## config.mk

```make
export PLATFORM = sky130hd
export DESIGN_NAME = muldiv_unit
export DESIGN_NICKNAME = d
export VERILOG_FILES = /design/src/rtl/muldiv_unit.sv
export SDC_FILE = /design/constraint.sdc
export NUM_CORES = 1
export LEC_CHECK = 0
export ABC_CLOCK_PERIOD_IN_PS = 5600
export CORE_MARGIN = 1.5
export CORE_UTILIZATION = 60
export DETAILED_ROUTE_END_ITERATION = 10
export PLACE_DENSITY = 0.83
export SLEW_MARGIN = 20
export SYNTH_ARGS = -nofsm -noshare
export SYNTH_HDL_FRONTEND = slang
export SYNTH_SLANG_ARGS = --single-unit
export TNS_END_PERCENT = 50
```

## constraint.sdc

```tcl
create_clock -name CLK -period 5.6 [get_ports CLK]
set_input_delay 0.56 -clock CLK [delete_from_list [all_inputs] [get_ports CLK]]
set_output_delay 0.56 -clock CLK [all_outputs]
set_load 0.02 [all_outputs]
```

## src/rtl/muldiv_unit.sv

```systemverilog
// Iterative MULT/MULTU/DIV/DIVU unit: shift-add multiply, restoring divide, WIDTH
// iterations per op, result on the HI/LO pair.
//
// state | meaning
// IDLE  | waiting for start
// CALC  | WIDTH iterations on magnitudes
// FIX   | sign correction, HI/LO written
// DONE  | one-cycle done pulse; start accepted back-to-back
module muldiv_unit #(
  parameter int WIDTH = 32
) (
  input  logic             CLK,
  input  logic             RST,
  input  logic             start,
  input  logic [1:0]       op,
  input  logic [WIDTH-1:0] port_a,
  input  logic [WIDTH-1:0] port_b,
  output logic             busy,
  output logic             done,
  output logic [WIDTH-1:0] hi,
  output logic [WIDTH-1:0] lo
);

  localparam int CW = (WIDTH > 1) ? $clog2(WIDTH) : 1;
  localparam logic [CW-1:0] CNT_LAST = CW'(WIDTH - 1);

  localparam logic [1:0] IDLE = 2'd0;
  localparam logic [1:0] CALC = 2'd1;
  localparam logic [1:0] FIX  = 2'd2;
  localparam logic [1:0] DONE = 2'd3;

  logic [1:0]         state;
  logic [CW-1:0]      cnt;
  logic               is_div;
  logic               neg_q;
  logic               neg_r;
  logic               div_zero;
  logic [WIDTH-1:0]   opnd;
  logic [2*WIDTH-1:0] acc;

  logic               accept;
  logic               is_signed;
  logic               a_neg;
  logic               b_neg;
  logic [WIDTH-1:0]   a_mag;
  logic [WIDTH-1:0]   b_mag;
  logic [WIDTH:0]     mul_sum;
  logic [WIDTH:0]     div_top;
  logic               div_fit;
  logic [WIDTH-1:0]   div_rem;
  logic [2*WIDTH-1:0] acc_next;
  logic [2*WIDTH-1:0] prod_fix;

  assign accept    = start && ((state == IDLE) || (state == DONE));
  assign is_signed = ~op[0];
  assign a_neg     = is_signed & port_a[WIDTH-1];
  assign b_neg     = is_signed & port_b[WIDTH-1];
  assign a_mag     = a_neg ? -port_a : port_a;
  assign b_mag     = b_neg ? -port_b : port_b;

  // Multiply: acc = {partial product, remaining multiplier bits}
  assign mul_sum = {1'b0, acc[2*WIDTH-1:WIDTH]} + (acc[0] ? {1'b0, opnd} : '0);

  // Divide: acc = {partial remainder, dividend bits / quotient bits}
  assign div_top = acc[2*WIDTH-1:WIDTH-1];
  assign div_fit = div_top >= {1'b0, opnd};
  assign div_rem = div_fit ? WIDTH'(div_top - {1'b0, opnd}) : div_top[WIDTH-1:0];

  assign acc_next = is_div ? {div_rem, acc[WIDTH-2:0], div_fit}
                           : {mul_sum, acc[WIDTH-1:1]};
  assign prod_fix = neg_q ? -acc : acc;

  assign busy = (state == CALC) || (state == FIX);
  assign done = (state == DONE);

  always_ff @(posedge CLK) begin
    if (RST) begin
      state    <= IDLE;
      cnt      <= '0;
      is_div   <= 1'b0;
      neg_q    <= 1'b0;
      neg_r    <= 1'b0;
      div_zero <= 1'b0;
      opnd     <= '0;
      acc      <= '0;
      hi       <= '0;
      lo       <= '0;
    end else begin
      case (state)
        IDLE, DONE: begin
          if (accept) begin
            state    <= CALC;
            cnt      <= '0;
            is_div   <= op[1];
            neg_q    <= a_neg ^ b_neg;
            neg_r    <= a_neg;
            div_zero <= op[1] && (port_b == '0);
            opnd     <= op[1] ? b_mag : a_mag;
            acc      <= op[1] ? {{WIDTH{1'b0}}, a_mag} : {{WIDTH{1'b0}}, b_mag};
          end else begin
            state <= IDLE;
          end
        end
        CALC: begin
          acc <= acc_next;
          if (cnt == CNT_LAST) begin
            cnt   <= '0;
            state <= FIX;
          end else begin
            cnt <= cnt + CW'(1);
          end
        end
        FIX: begin
          if (is_div) begin
            // Divide by zero leaves |a| as remainder, so hi restores port_a naturally
            hi <= neg_r ? -acc[2*WIDTH-1:WIDTH] : acc[2*WIDTH-1:WIDTH];
            lo <= div_zero ? '1 : (neg_q ? -acc[WIDTH-1:0] : acc[WIDTH-1:0]);
          end else begin
            hi <= prod_fix[2*WIDTH-1:WIDTH];
            lo <= prod_fix[WIDTH-1:0];
          end
          state <= DONE;
        end
        default: state <= IDLE;
      endcase
    end
  end

endmodule

```

==> run metrics, run 1 <==
hpwl dp 36800 µm; HP Start opnd[16]; Final Cycle Share 0.716; Final #Nets 2097; reg-to-reg critical path endpoint acc[56]; post-synthesis async set-or-reset flop share 0; leakage 6.30 nW; Die W 156 µm; # DRC 0; area post-placement 15600 µm²; TritonCTS Buffers 17; Netlist cell types 85; flip-flop and latch count after synthesis 171; Hold WC Path Type register to register; fin. max-slew vios 0; total grt overflow 0; DRT Wirelength 48000 µm; sequential area share after synthesis 0.242; DIE HEIGHT 156 µm; number of antenna diodes 0; CTS H-tree depth 4; peak supply drop 0.258 mV; vias in the first global route 13100; setup_tns 0 ns; routed vias/inst 6.51; share of cells above drive strength 1 0.0590; area of the die 24500 µm²; Setup crit start kind register; routed vias 14800; status completed; Post-synth EDFFs 0; CTS clock-pin slew for the worst setup and hold paths 0.08 ns; Area Growth Syn to Fin 14.7%; total global-route track usage 0.386; port bufs 134; worst path required time 5.95 ns; Worst EP arrival 4.36 ns; setup violation total in the final timing report 0; Final Cell Area 16200 µm²; met2 routed WL 19800 µm; RSZ-0062 raised after global routing false; postcts setup bufs 0; WL met3 5710 µm; M1 WL 21200 µm; first-pass GRT wire length 73300 µm; Antenna Nets Post-Route 0; largest net degree at the start of global routing 80; CP Capture Type register; Place WS 1.60 ns; Hold Crit Depth 2; Psw 3.23 mW; core area 22800 µm²; final hold violations 0; Max FO, Critical Path 33; worst r2r src acc[0]; cts hold-fix bufs 0; Synth Flop Type dfxtp_1; # IOs 135; Slew HR 0.204; effective utilization at floorplan 0.618; DR iter-0 viols 1828; Int Pwr 3.48 mW; Logic pwr share 0.535; Worst Setup EP acc[56]; Syn Nets 2042; Switching Share 0.482; R2R setup slack 1.59 ns; syn_area_per_cell 7.44 µm²; Seq pwr share 0.275; Worst Max-Slew Pin Slew 1.19 ns; num rows 55; WS Path Type register to register; Max Freq 249 MHz; initial antenna violation count 0; Final Skew 0.0185 ns; Initial DRT Pass Iterations 8; # fillers 1932; Clock Power Share 0.190; synthesized area 14100 µm²; minimum clock period 4.01 ns; wire per inst 21.1 µm; Clock Path Buffers 2; CTS resizes 0; worst setup path startpoint acc[0]; Cell Pwr Density 414 nW/µm²; GPL Wtd Cong 1.01; Worst Reg-to-Reg Cells 11; Setup WS post-layout 1.59 ns; Max-cap violations 0; clk_lat worst skew 0.44 ns; TritonCTS clock tree built; clk root buf clkbuf_16; Syn. warnings 0; Max Used Layer met4; Clock Sinks 171; Gate Count Post-Synth 1898
[power by group through the flow]
stage	sequential [mW]	combinational (mW)	clock, mW
6_report	1.85	3.59	1.27
5_1_grt	1.88	3.88	1.32
4_1_cts	1.83	3.50	1.27
3_5_place_dp	1.86	3.49	0
3_3_place_gp	1.84	3.44	0
2_1_floorplan	1.86	2.36	0
[routing by layer]
| metal | vias up | track usage |
|---|---|---|
| li1 | 6988 | - |
| met1 | 6885 | 0.569 |
| met2 | 870 | 0.555 |
| met3 | 90 | 0.0828 |
| met4 | 0 | 0.119 |
| met5 | - | 0 |
[synthesized netlist by cell type, types with 10 or more instances]
cell / n / area share
a21oi_1: 167 / 0.059
nor4_1: 16 / 0.0071
or3_1: 14 / 0.0062
a31oi_1: 17 / 0.0075
mux2_2: 20 / 0.016
o21ai_0: 115 / 0.041
o211ai_1: 23 / 0.012
buf_1: 10 / 0.0027
xnor2_1: 88 / 0.055
clkbuf_1: 99 / 0.026
ha_1: 73 / 0.065
o31ai_1: 17 / 0.0090
nor3_1: 43 / 0.015
a21o_1: 32 / 0.017
and3_1: 12 / 0.0053
dfxtp_1: 171 / 0.24
nor2_1: 258 / 0.069
nand2b_1: 19 / 0.0084
mux2i_1: 47 / 0.033
or4_1: 11 / 0.0058
a211oi_1: 100 / 0.053
inv_1: 72 / 0.019
nand2_1: 159 / 0.042
o221ai_1: 10 / 0.0062
buf_2: 10 / 0.0035
nand4_1: 13 / 0.0058
nand3_1: 30 / 0.011
xor2_1: 75 / 0.047
[worst max-delay path: stages, from the launching register on]
cell and delay (ns):
dfxtp_1 0.37, inv_1 0.88, nor2_1 0.12, ha_1 0.37, a21o_1 0.21, a211o_1 0.30, a211oi_1 0.33, o21ai_0 0.21
o211ai_1 0.24, or3b_2 0.46, o21a_1 0.19, nor4_1 0.24
[flip-flops by register name, indices dropped and copies added, names as in the netlist]
signal and flops:
neg_q 1, cnt 5, neg_r 1, is_div 1
state 2, acc 64, lo 32, div_zero 1
hi 32, opnd 32
[worst min path at each step]
stage                     slack [ns]  endpoint
after floorplan                 0.43  opnd[24]
after global placement          0.44  opnd[24]
after detailed placement        0.44  opnd[24]
after CTS                       0.46  opnd[16]
after global routing            0.48   opnd[3]
final                           0.46  opnd[16]
[per-stage QoR]
step	utilization	std cells	total power, mW	hold WS (ns)
after global routing	0.709	2279	7.08	0.479
after detailed placement	0.681	2247	5.35	0.445
final	0.709	2279	6.71	0.457
after global placement	0.681	2247	5.28	0.440
after floorplan	-	1898	4.23	0.432
after CTS	0.709	2279	6.60	0.459
[layout make-up]
cell class,count,area [µm²],area share
clock buffers,17,425,0.0263
clock inverters,15,213,0.0131
inverters,74,278,0.0171
multi-input cells,1531,9950,0.614
flip-flops and latches,171,3420,0.211
well taps,313,392,0.0242
repair buffers,158,1510,0.0935
[kinds of logic after synthesis]
family / Yosys count / share of synthesized area
AND/OR/NAND/NOR: 626 / 0.206
AO/OA/AOI/OAI: 599 / 0.278
buffers and inverters: 196 / 0.0543
flip-flops: 171 / 0.242
XOR/XNOR: 164 / 0.102
adder cells (fa/ha/maj): 75 / 0.0675
multiplexers: 67 / 0.0493
[layout by cell type, fill, tap and decap left out, types with 10 or more instances in the layout]
master | synthesis | routed
dfxtp_1 | 171 | 170
inv_1 | 72 | 72
a21oi_1 | 167 | 165
ha_1 | 73 | 71
nor4_1 | 16 | 16
xnor2_1 | 88 | 88
o211ai_1 | 23 | 23
clkdlybuf4s50_1 | 0 | 132
a21o_1 | 32 | 32
nand4_1 | 13 | 13
clkbuf_16 | 0 | 17
buf_4 | 1 | 25
o31ai_1 | 17 | 17
nand2b_1 | 19 | 19
a211oi_1 | 100 | 100
and3_1 | 12 | 12
nand3_1 | 30 | 30
a31oi_1 | 17 | 17
mux2_2 | 20 | 20
or3_1 | 14 | 14
xor2_1 | 75 | 75
nand2_1 | 159 | 159
o21ai_0 | 115 | 115
nor3_1 | 43 | 43
nor2_1 | 258 | 257
o221ai_1 | 10 | 10
or4_1 | 11 | 11
mux2i_1 | 47 | 47
No activity file was read; power rests on OpenSTA's default activity.
==> inputs of run 2 (changes only) <==
--- a/config.mk
+++ b/config.mk
@@ -5,11 +5,11 @@
 export SDC_FILE = /design/constraint.sdc
 export NUM_CORES = 1
 export LEC_CHECK = 0
-export ABC_CLOCK_PERIOD_IN_PS = 5600
+export ABC_CLOCK_PERIOD_IN_PS = 3950
 export CORE_MARGIN = 1.5
-export CORE_UTILIZATION = 60
+export CORE_UTILIZATION = 59
 export DETAILED_ROUTE_END_ITERATION = 10
-export PLACE_DENSITY = 0.83
+export PLACE_DENSITY = 0.82
 export SLEW_MARGIN = 20
 export SYNTH_ARGS = -nofsm -noshare
 export SYNTH_HDL_FRONTEND = slang
==> constraint.sdc (replaced) <==
create_clock -name CLK -period 3.95 [get_ports CLK]
set_input_delay 0.395 -clock CLK [delete_from_list [all_inputs] [get_ports CLK]]
set_output_delay 0.395 -clock CLK [all_outputs]
set_load 0.02 [all_outputs]
==> run 2 against run 1 <==
  * Sequential power is 42% higher
  * Fmax is 9.7% higher
  * Highest routed layer is now met5
  * Sequential cell count stayed put
==> run metrics, run 2 (synthesis results as in run 1) <==
Setup crit start kind register; Die W 158 µm; cts hold-fix bufs 0; status completed; total global-route track usage 0.399; Critical Path, Cell by Cell inv_1, ha_1, nand4b_1, nor3_1, a41oi_2, and3_1, a21oi_1, and2_1, buf_4, buf_4, nor3_1, a221oi_1, o21ai_0; worst path required time 4.26 ns; num rows 56; Max-cap violations 0; TritonCTS clock tree built; DRT Wirelength 50000 µm; Cell Pwr Density 586 nW/µm²; slowest cell delay on critical path 0.45 ns; RSZ-0062 raised after global routing false; CTS resizes 0; max reg flops 64; DR iter-0 viols 1908; GPL Wtd Cong 1.07; clk_lat worst skew 0.44 ns; CTS H-tree depth 4; sequential cell area 3420 µm²; Worst Max-Slew Pin Slew 1.03 ns; port bufs 134; Multi-input gate area 9950 µm²; worst hold slack 0.404 ns; Slew HR 0.315; largest register by flop count acc; WS Path Type register to register; Max Freq 273 MHz; Hold WC Path Type input pin to register; peak supply drop 0.375 mV; setup violation total in the final timing report 0; routed vias 15100; commonest cells after routing, fill and taps aside nor2_1 (257), dfxtp_1 (170), a21oi_1 (165); number of antenna diodes 0; first-pass GRT wire length 76600 µm; Clock Path Buffers 2; Antenna Nets Post-Route 0; Worst EP arrival 3.97 ns; # DRC 0; DIE HEIGHT 158 µm; Max FO, Critical Path 26; CP Capture Type register; Initial DRT Pass Iterations 8; # IOs 135; slowest cell on the critical path nor3_1; clk root buf clkbuf_16; Final #Nets 2136; area of the die 24900 µm²; core area 23500 µm²; crit-path leading delay family simple AND/OR/NAND/NOR gates; vias in the first global route 13900; hpwl dp 38700 µm; CTS clock-pin slew for the worst setup and hold paths 0.08 ns; Design Power 9.66 mW; minimum clock period 3.66 ns; share of cells above drive strength 1 0.0773; WP buf/inv 3; Finished Core Util 0.703; final hold violations 0; Clock Sinks 171; # fillers 1981; Final Cycle Share 0.926; Area Growth Syn to Fin 16.8%; commonest non-fill, non-tap cell in the layout nor2_1; R2R setup slack 0.29 ns; TritonCTS Buffers 17; setup_tns 0 ns; total grt overflow 0; fin. max-slew vios 0; wire per inst 21.5 µm; postcts setup bufs 0; initial antenna violation count 1; routed vias/inst 6.50; effective utilization at floorplan 0.602; leakage 6.51 nW; Final Skew 0.0206 ns; largest net degree at the start of global routing 97
## run 2: cell types whose count changed in the layout (fill, tap and decap cells not counted)
cell,change
buf_4,+39
inv_12,-3
inv_8,+3
clkinv_4,-2
inv_6,+2
bufinv_16,+1
clkinv_8,-1
## run 2: area by class of cell
class / instances / area share
repair buffers: 197 / 0.110
multi-input cells: 1531 / 0.603
clock inverters: 15 / 0.0128
well taps: 319 / 0.0242
clock buffers: 17 / 0.0258
flip-flops and latches: 171 / 0.208
inverters: 74 / 0.0168
## run 2: metrics by stage
step	instances	area [µm²]	setup slack, ns
after detailed placement	2292	15900	0.407
after global placement	2292	15900	0.424
after CTS	2324	16500	0.472
after global routing	2324	16500	0.133
final	2324	16500	0.293
after floorplan	1898	14100	0.869
## run 2: per-layer routing
layer / vias up / routed length [µm] / global-route usage / share of wire
li1: 7082 / - / - / -
met1: 7024 / 20600 / 0.529 / 0.41
met2: 852 / 21700 / 0.615 / 0.43
met3: 147 / 5560 / 0.0961 / 0.11
met4: 2 / 2110 / 0.173 / 0.042
met5: - / 13 / 0 / 0.00026
## run 2: worst reg2reg max path, stage by stage, from the launching register on
cell	delay, ns
dfxtp_1	0.43
inv_1	0.14
ha_1	0.39
nand4b_1	0.30
nor3_1	0.45
a41oi_2	0.26
and3_1	0.22
a21oi_1	0.16
and2_1	0.21
buf_4	0.35
buf_4	0.21
nor3_1	0.05
a221oi_1	0.24
o21ai_0	0.12
## run 2: final timing paths
check | cells past startpoint | start | to
min reg2reg | 2 | opnd[6] | opnd[6]
min | 2 | RST | acc[30]
max reg2reg | 13 | opnd[29] | acc[58]
max | 13 | opnd[29] | acc[58]
## run 2: power breakdown
group | internal, mW | switching, mW
logic | 1.98 | 3.26
clock network | 0.929 | 0.879
registers | 2.14 | 0.475
total | 5.05 | 4.61
==> inputs of run 3 (changes only) <==
--- a/config.mk
+++ b/config.mk
@@ -9,6 +9,7 @@
 export CORE_MARGIN = 1.5
 export CORE_UTILIZATION = 59
 export DETAILED_ROUTE_END_ITERATION = 10
+export MAX_ROUTING_LAYER = met4
 export PLACE_DENSITY = 0.82
 export SLEW_MARGIN = 20
 export SYNTH_ARGS = -nofsm -noshare
==> run 3 against run 2 <==
  * Utilization hardly changed
  * Count of clock-buffer cells in the layout stayed put
  * Cell area about the same
  * Via count rose by 0.36%
  * Die area unchanged
  * Register-to-register slack better by 0.03 ns
  * Clock power is essentially flat
  * Routed wire length decreased by 0.55%
  * Sequential power about the same
  * Final cell count about the same
  * Sequential share of layout area about the same
  * Critical path depth down 2
  * Critical path type unchanged
==> run metrics, run 3 (synthesis results as in run 1) <==
fin. max-slew vios 0; # IOs 135; Worst Max-Slew Pin Slew 0.989 ns; setup violation total in the final timing report 0; hpwl dp 38500 µm; total grt overflow 0; CP Capture Type register; DRT Wirelength 49800 µm; cts hold-fix bufs 0; final hold violations 0; Cell Pwr Density 580 nW/µm²; Slew HR 0.339; Initial DRT Pass Iterations 8; port bufs 134; Area Growth Syn to Fin 16.8%; area of the die 24900 µm²; largest net degree at the start of global routing 83; DIE HEIGHT 158 µm; largest register by flop count acc; # DRC 0; max reg flops 64; Antenna Nets Post-Route 0; Finished Core Util 0.703; clk_lat worst skew 0.45 ns; commonest non-fill, non-tap cell in the layout nor2_1; worst path required time 4.27 ns; routed vias 15200; Clock Sinks 171; WS Path Type register to register; Final #Nets 2134; status completed; effective utilization at floorplan 0.602; postcts setup bufs 0; commonest cells after routing, fill and taps aside nor2_1 (257), dfxtp_1 (170), a21oi_1 (165); GPL Wtd Cong 1.02; Setup crit start kind register; Final Cycle Share 0.917; CTS clock-pin slew for the worst setup and hold paths 0.09 ns; num rows 56; RSZ-0062 raised after global routing false; TritonCTS Buffers 17; Clock Path Buffers 2; Die W 158 µm; Final Skew 0.0187 ns; CTS H-tree depth 4; Max-cap violations 0; setup_tns 0 ns; Worst EP arrival 3.95 ns; DR iter-0 viols 1866; share of cells above drive strength 1 0.0764; Design Power 9.56 mW; CTS resizes 0; first-pass GRT wire length 75900 µm; minimum clock period 3.62 ns; wire per inst 21.4 µm; total global-route track usage 0.407; TritonCTS clock tree built; clk root buf clkbuf_16; Max FO, Critical Path 31; peak supply drop 0.392 mV; core area 23500 µm²; # fillers 1981; routed vias/inst 6.53; leakage 6.50 nW; initial antenna violation count 0; Max Freq 276 MHz; vias in the first global route 13700; Hold WC Path Type register to register
==> run 3: per-layer routing <==
metal	track usage	routed length, µm	vias up
met3	0.0731	5030	143
met2	0.611	21800	847
met4	0.150	1830	0
li1	-	-	7066
met1	0.546	21100	7106
met5	-	0	-
==> run 3: path summary, 6_finish.rpt <==
| path | startpoint | to | slack (ns) | cells past startpoint |
|---|---|---|---|---|
| max | acc[61] | acc[59] | 0.33 | 11 |
| min | opnd[10] | opnd[10] | 0.46 | 2 |
| max reg2reg | acc[61] | acc[59] | 0.33 | 11 |
| min reg2reg | opnd[10] | opnd[10] | 0.46 | 2 |
==> run 3: area by class of cell <==
class / count / area [µm²] / share of cell area
inverters: 74 / 278 / 0.0168
clock inverters: 15 / 214 / 0.0130
flip-flops and latches: 171 / 3420 / 0.208
multi-input cells: 1531 / 9950 / 0.603
clock buffers: 17 / 425 / 0.0258
repair buffers: 195 / 1800 / 0.109
well taps: 319 / 399 / 0.0242
diodes: 1 / 2.50 / 0.000152
==> run 3: metrics by stage <==
step	hold slack, ns	area (µm²)	setup WS (ns)	instances
after floorplan	0.432	14100	0.869	1898
after global placement	0.445	15900	0.241	2290
after detailed placement	0.445	15900	0.156	2290
after CTS	0.453	16500	0.422	2322
after global routing	0.464	16500	0.152	2322
final	0.455	16500	0.326	2323
==> run 3: power breakdown <==
group / internal (mW) / total [mW] / switching, mW / leakage [nW]
Clock: 0.883 / 1.79 / 0.910 / 0.304
Combinational: 1.96 / 5.17 / 3.21 / 4.80
Sequential: 2.14 / 2.60 / 0.462 / 1.40
Total: 4.98 / 9.56 / 4.58 / 6.50
==> run 3: critical path, stage by stage (launching register included) <==
cell,delay [ns]
dfxtp_1,0.61
ha_1,0.37
a21o_1,0.20
a211o_1,0.32
a41oi_2,0.23
inv_1,0.08
or4_1,0.54
and2_1,0.22
buf_12,0.20
or2_2,0.37
o221ai_1,0.20
o21ai_0,0.14
==> variant, RTL diff (settings of run 2) <==
The parameter `WIDTH` goes from 32 to 16.
--- a/src/rtl/muldiv_unit.sv
+++ b/src/rtl/muldiv_unit.sv
@@ -7,7 +7,7 @@
 // FIX   | sign correction, HI/LO written
 // DONE  | one-cycle done pulse; start accepted back-to-back
 module muldiv_unit #(
-  parameter int WIDTH = 32
+  parameter int WIDTH = 16
 ) (
   input  logic             CLK,
   input  logic             RST,
Interface: changed (resized hi, lo, port_a and port_b); port bits go from 135 to 71. No check against the original RTL was run, so the function may have changed too.
==> variant against run 2 <==
  * Maximum frequency rose by 11%
  * Setup slack better by 0.36 ns
  * Final area shrank 50%
  * Power decreased by 48%
  * Routed wire length fell by 60%
  * Clock power decreased by 55%
  * Synthesized area shrank 50%
  * Sequential cell count shrank 81
  * Critical path type unchanged
  * Largest cell class unchanged
==> variant: results (changes against run 2) <==
| Metric | Value |
|---|---|
| Routed Wire Length | `19900 microns (-60%)` |
| Critical Path Max Stage Delay | `0.70 ns (+0.25 ns)` |
| Layout cells sized above 1 | `5.34% (-2.4 points)` |
| # nets final | `1067 (-50%)` |
| Post-DP HPWL | `15000 microns (-61%)` |
| GRT met2 Usage | `48.8% (-13 points)` |
| Top cells by count, synth | `117 x nor2_1, 90 x dfxtp_1, 78 x nand2_1` |
| Slowest CP cell | `nor2_1` |
| Worst relative slew slack | `29.4% (-2.1 points)` |
| I/O Buffers | `70 (-48%)` |
| GRT busiest layer | `met2` |
| GP Congestion | `0.998 (-6.4%)` |
| Reg2Reg Setup Slack | `0.65 ns (+0.36 ns)` |
| Status | `finished clean` |
| Clock Skews | `0.00592 ns (-0.0147 ns)` |
| Root buf cell | `clkbuf_16` |
| Initial antenna violation count | `0 (-1)` |
| Register name with the most flops | `acc` |
| Clk slew on worst S/H paths | `0.06 ns (-0.02 ns)` |
| Yosys warnings | `0 (unchanged)` |
| Met3 Track Usage GR | `5.68% (-3.9 points)` |
| # diodes | `0 (unchanged)` |
| Via count | `7248 (-52%)` |
| Worst hold path class | `reg2reg` |
| Clk_lat worst skew | `0.35 ns (-0.09 ns)` |
| Post-CTS sizing | `0 (unchanged)` |
| Area contributors post-synth | `dfxtp_1 25%, ha_1 7.0%, a211oi_1 6.2%` |
| First-pass GRT wire length | `32800 microns (-57%)` |
| Largest area contributor in the netlist | `dfxtp_1` |
| Post-synthesis sequential area ratio | `25.3% (+1.0 points)` |
| WP data arrival | `3.55 ns (-0.42 ns)` |
| Worst ir drop on vdd | `0.261 mV (-30%)` |
| Predominant post-synthesis flop cell | `dfxtp_1` |
| Clock buffer depth | `2 (unchanged)` |
| GRT Overall Usage | `31.5% (-8.3 points)` |
| Max reg flops | `32 (-50%)` |
| First-pass iteration count of the detailed router | `5 (-3)` |
| Leakage power | `3.11 nW (-52%)` |
| CTS Buf Count | `9 (-8)` |
| Yosys cell types | `69 (-19%)` |
| Filler instances | `1020 (-49%)` |
| Pin count of the biggest net entering global routing | `51 (-47%)` |
| Met1 usage | `45.0% (-7.9 points)` |
| CTS HTree Levels | `3 (-1)` |
| Worst Path Max Fanout | `11 (-58%)` |
| Family with the most delay on the worst path | `simple AND/OR/NAND/NOR gates` |
| FFs w/ async S/R, synth | `0% (unchanged)` |
| Setup Fix Bufs, Post-CTS | `0 (unchanged)` |
| 1st-iter DRT viols | `692 (-64%)` |
| Syn nets | `1025 (-50%)` |
| Vias in the first global route | `6566 (-53%)` |
-- variant: cell count changes in the layout (fill, tap and decap cells not counted), sizes merged, moves of 28 or more --
cell and change:
xor2 -42, o21ai -71, mux2i -31, a21oi -93, nand2 -81, xnor2 -44
clkdlybuf4s50 -63, buf -50, dfxtp -81, ha -33, inv -28, a211oi -40
nor2 -143
-- variant: worst register-to-register path, stage by stage (launching register included) --
cell and delay [ns]:
dfxtp_1 0.41, ha_1 0.44, nand4_1 0.18, nor3_1 0.44, a41oi_1 0.28, a21o_1 0.27
nor2_1 0.70, a211oi_1 0.16, o41ai_1 0.33
-- variant: cells by family (layout without fill, tap and decap cells) --
group                    Yosys count  after routing  synth area share (%)
AND/OR/NAND/NOR                  306            306                  20.0
flip-flops                        90             90                  25.3
AO/OA/AOI/OAI                    302            302                  28.3
multiplexers                      25             25                  3.67
adder cells (fa/ha/maj)           42             42                  7.58
XOR/XNOR                          78             78                  9.59
buffers and inverters            103            149                  5.57
-- variant: where the power goes --
group | switching, mW | total (mW) | leakage [nW] | internal [mW]
sequential | 0.239 | 1.39 | 0.735 | 1.15
combinational | 1.78 | 2.87 | 2.23 | 1.09
clock | 0.368 | 0.813 | 0.140 | 0.444
-- variant: layer usage --
metal	vias up	wire, microns
met5	-	0
met3	32	1760
met2	359	8770
met1	3343	9040
li1	3514	-
met4	0	309
-- variant: layout make-up --
cell class                 instances  area (sq um)  share of cell area [%]
timing repair buffer              84           801                    9.79
sequential                        90          1800                    22.0
clock buffer                      10           239                    2.92
clock inverter                     5          36.3                   0.444
multi-input combinational        753          4930                    60.3
inverter                          50           188                    2.29
tap                              143           179                    2.19
-- variant: worst paths after layout --
| kind | from | end | depth (start not counted) |
|---|---|---|---|
| max reg2reg | acc[21] | acc[28] | 8 |
| min | opnd[8] | opnd[8] | 2 |
| max | acc[21] | acc[28] | 8 |
| min reg2reg | opnd[8] | opnd[8] | 2 |
-- variant: metrics by stage --
stage | cells | setup WS [ns] | hold WS [ns] | util (%) | area, sq um
floorplan | 946 | 1.20 | 0.432 | - | 7130
global placement | 1120 | 0.887 | 0.442 | 68.1 | 7900
detailed placement | 1120 | 0.819 | 0.444 | 68.1 | 7900
CTS | 1135 | 0.740 | 0.452 | 70.4 | 8180
global route | 1135 | 0.491 | 0.470 | 70.4 | 8180
finish | 1135 | 0.650 | 0.453 | 70.4 | 8180
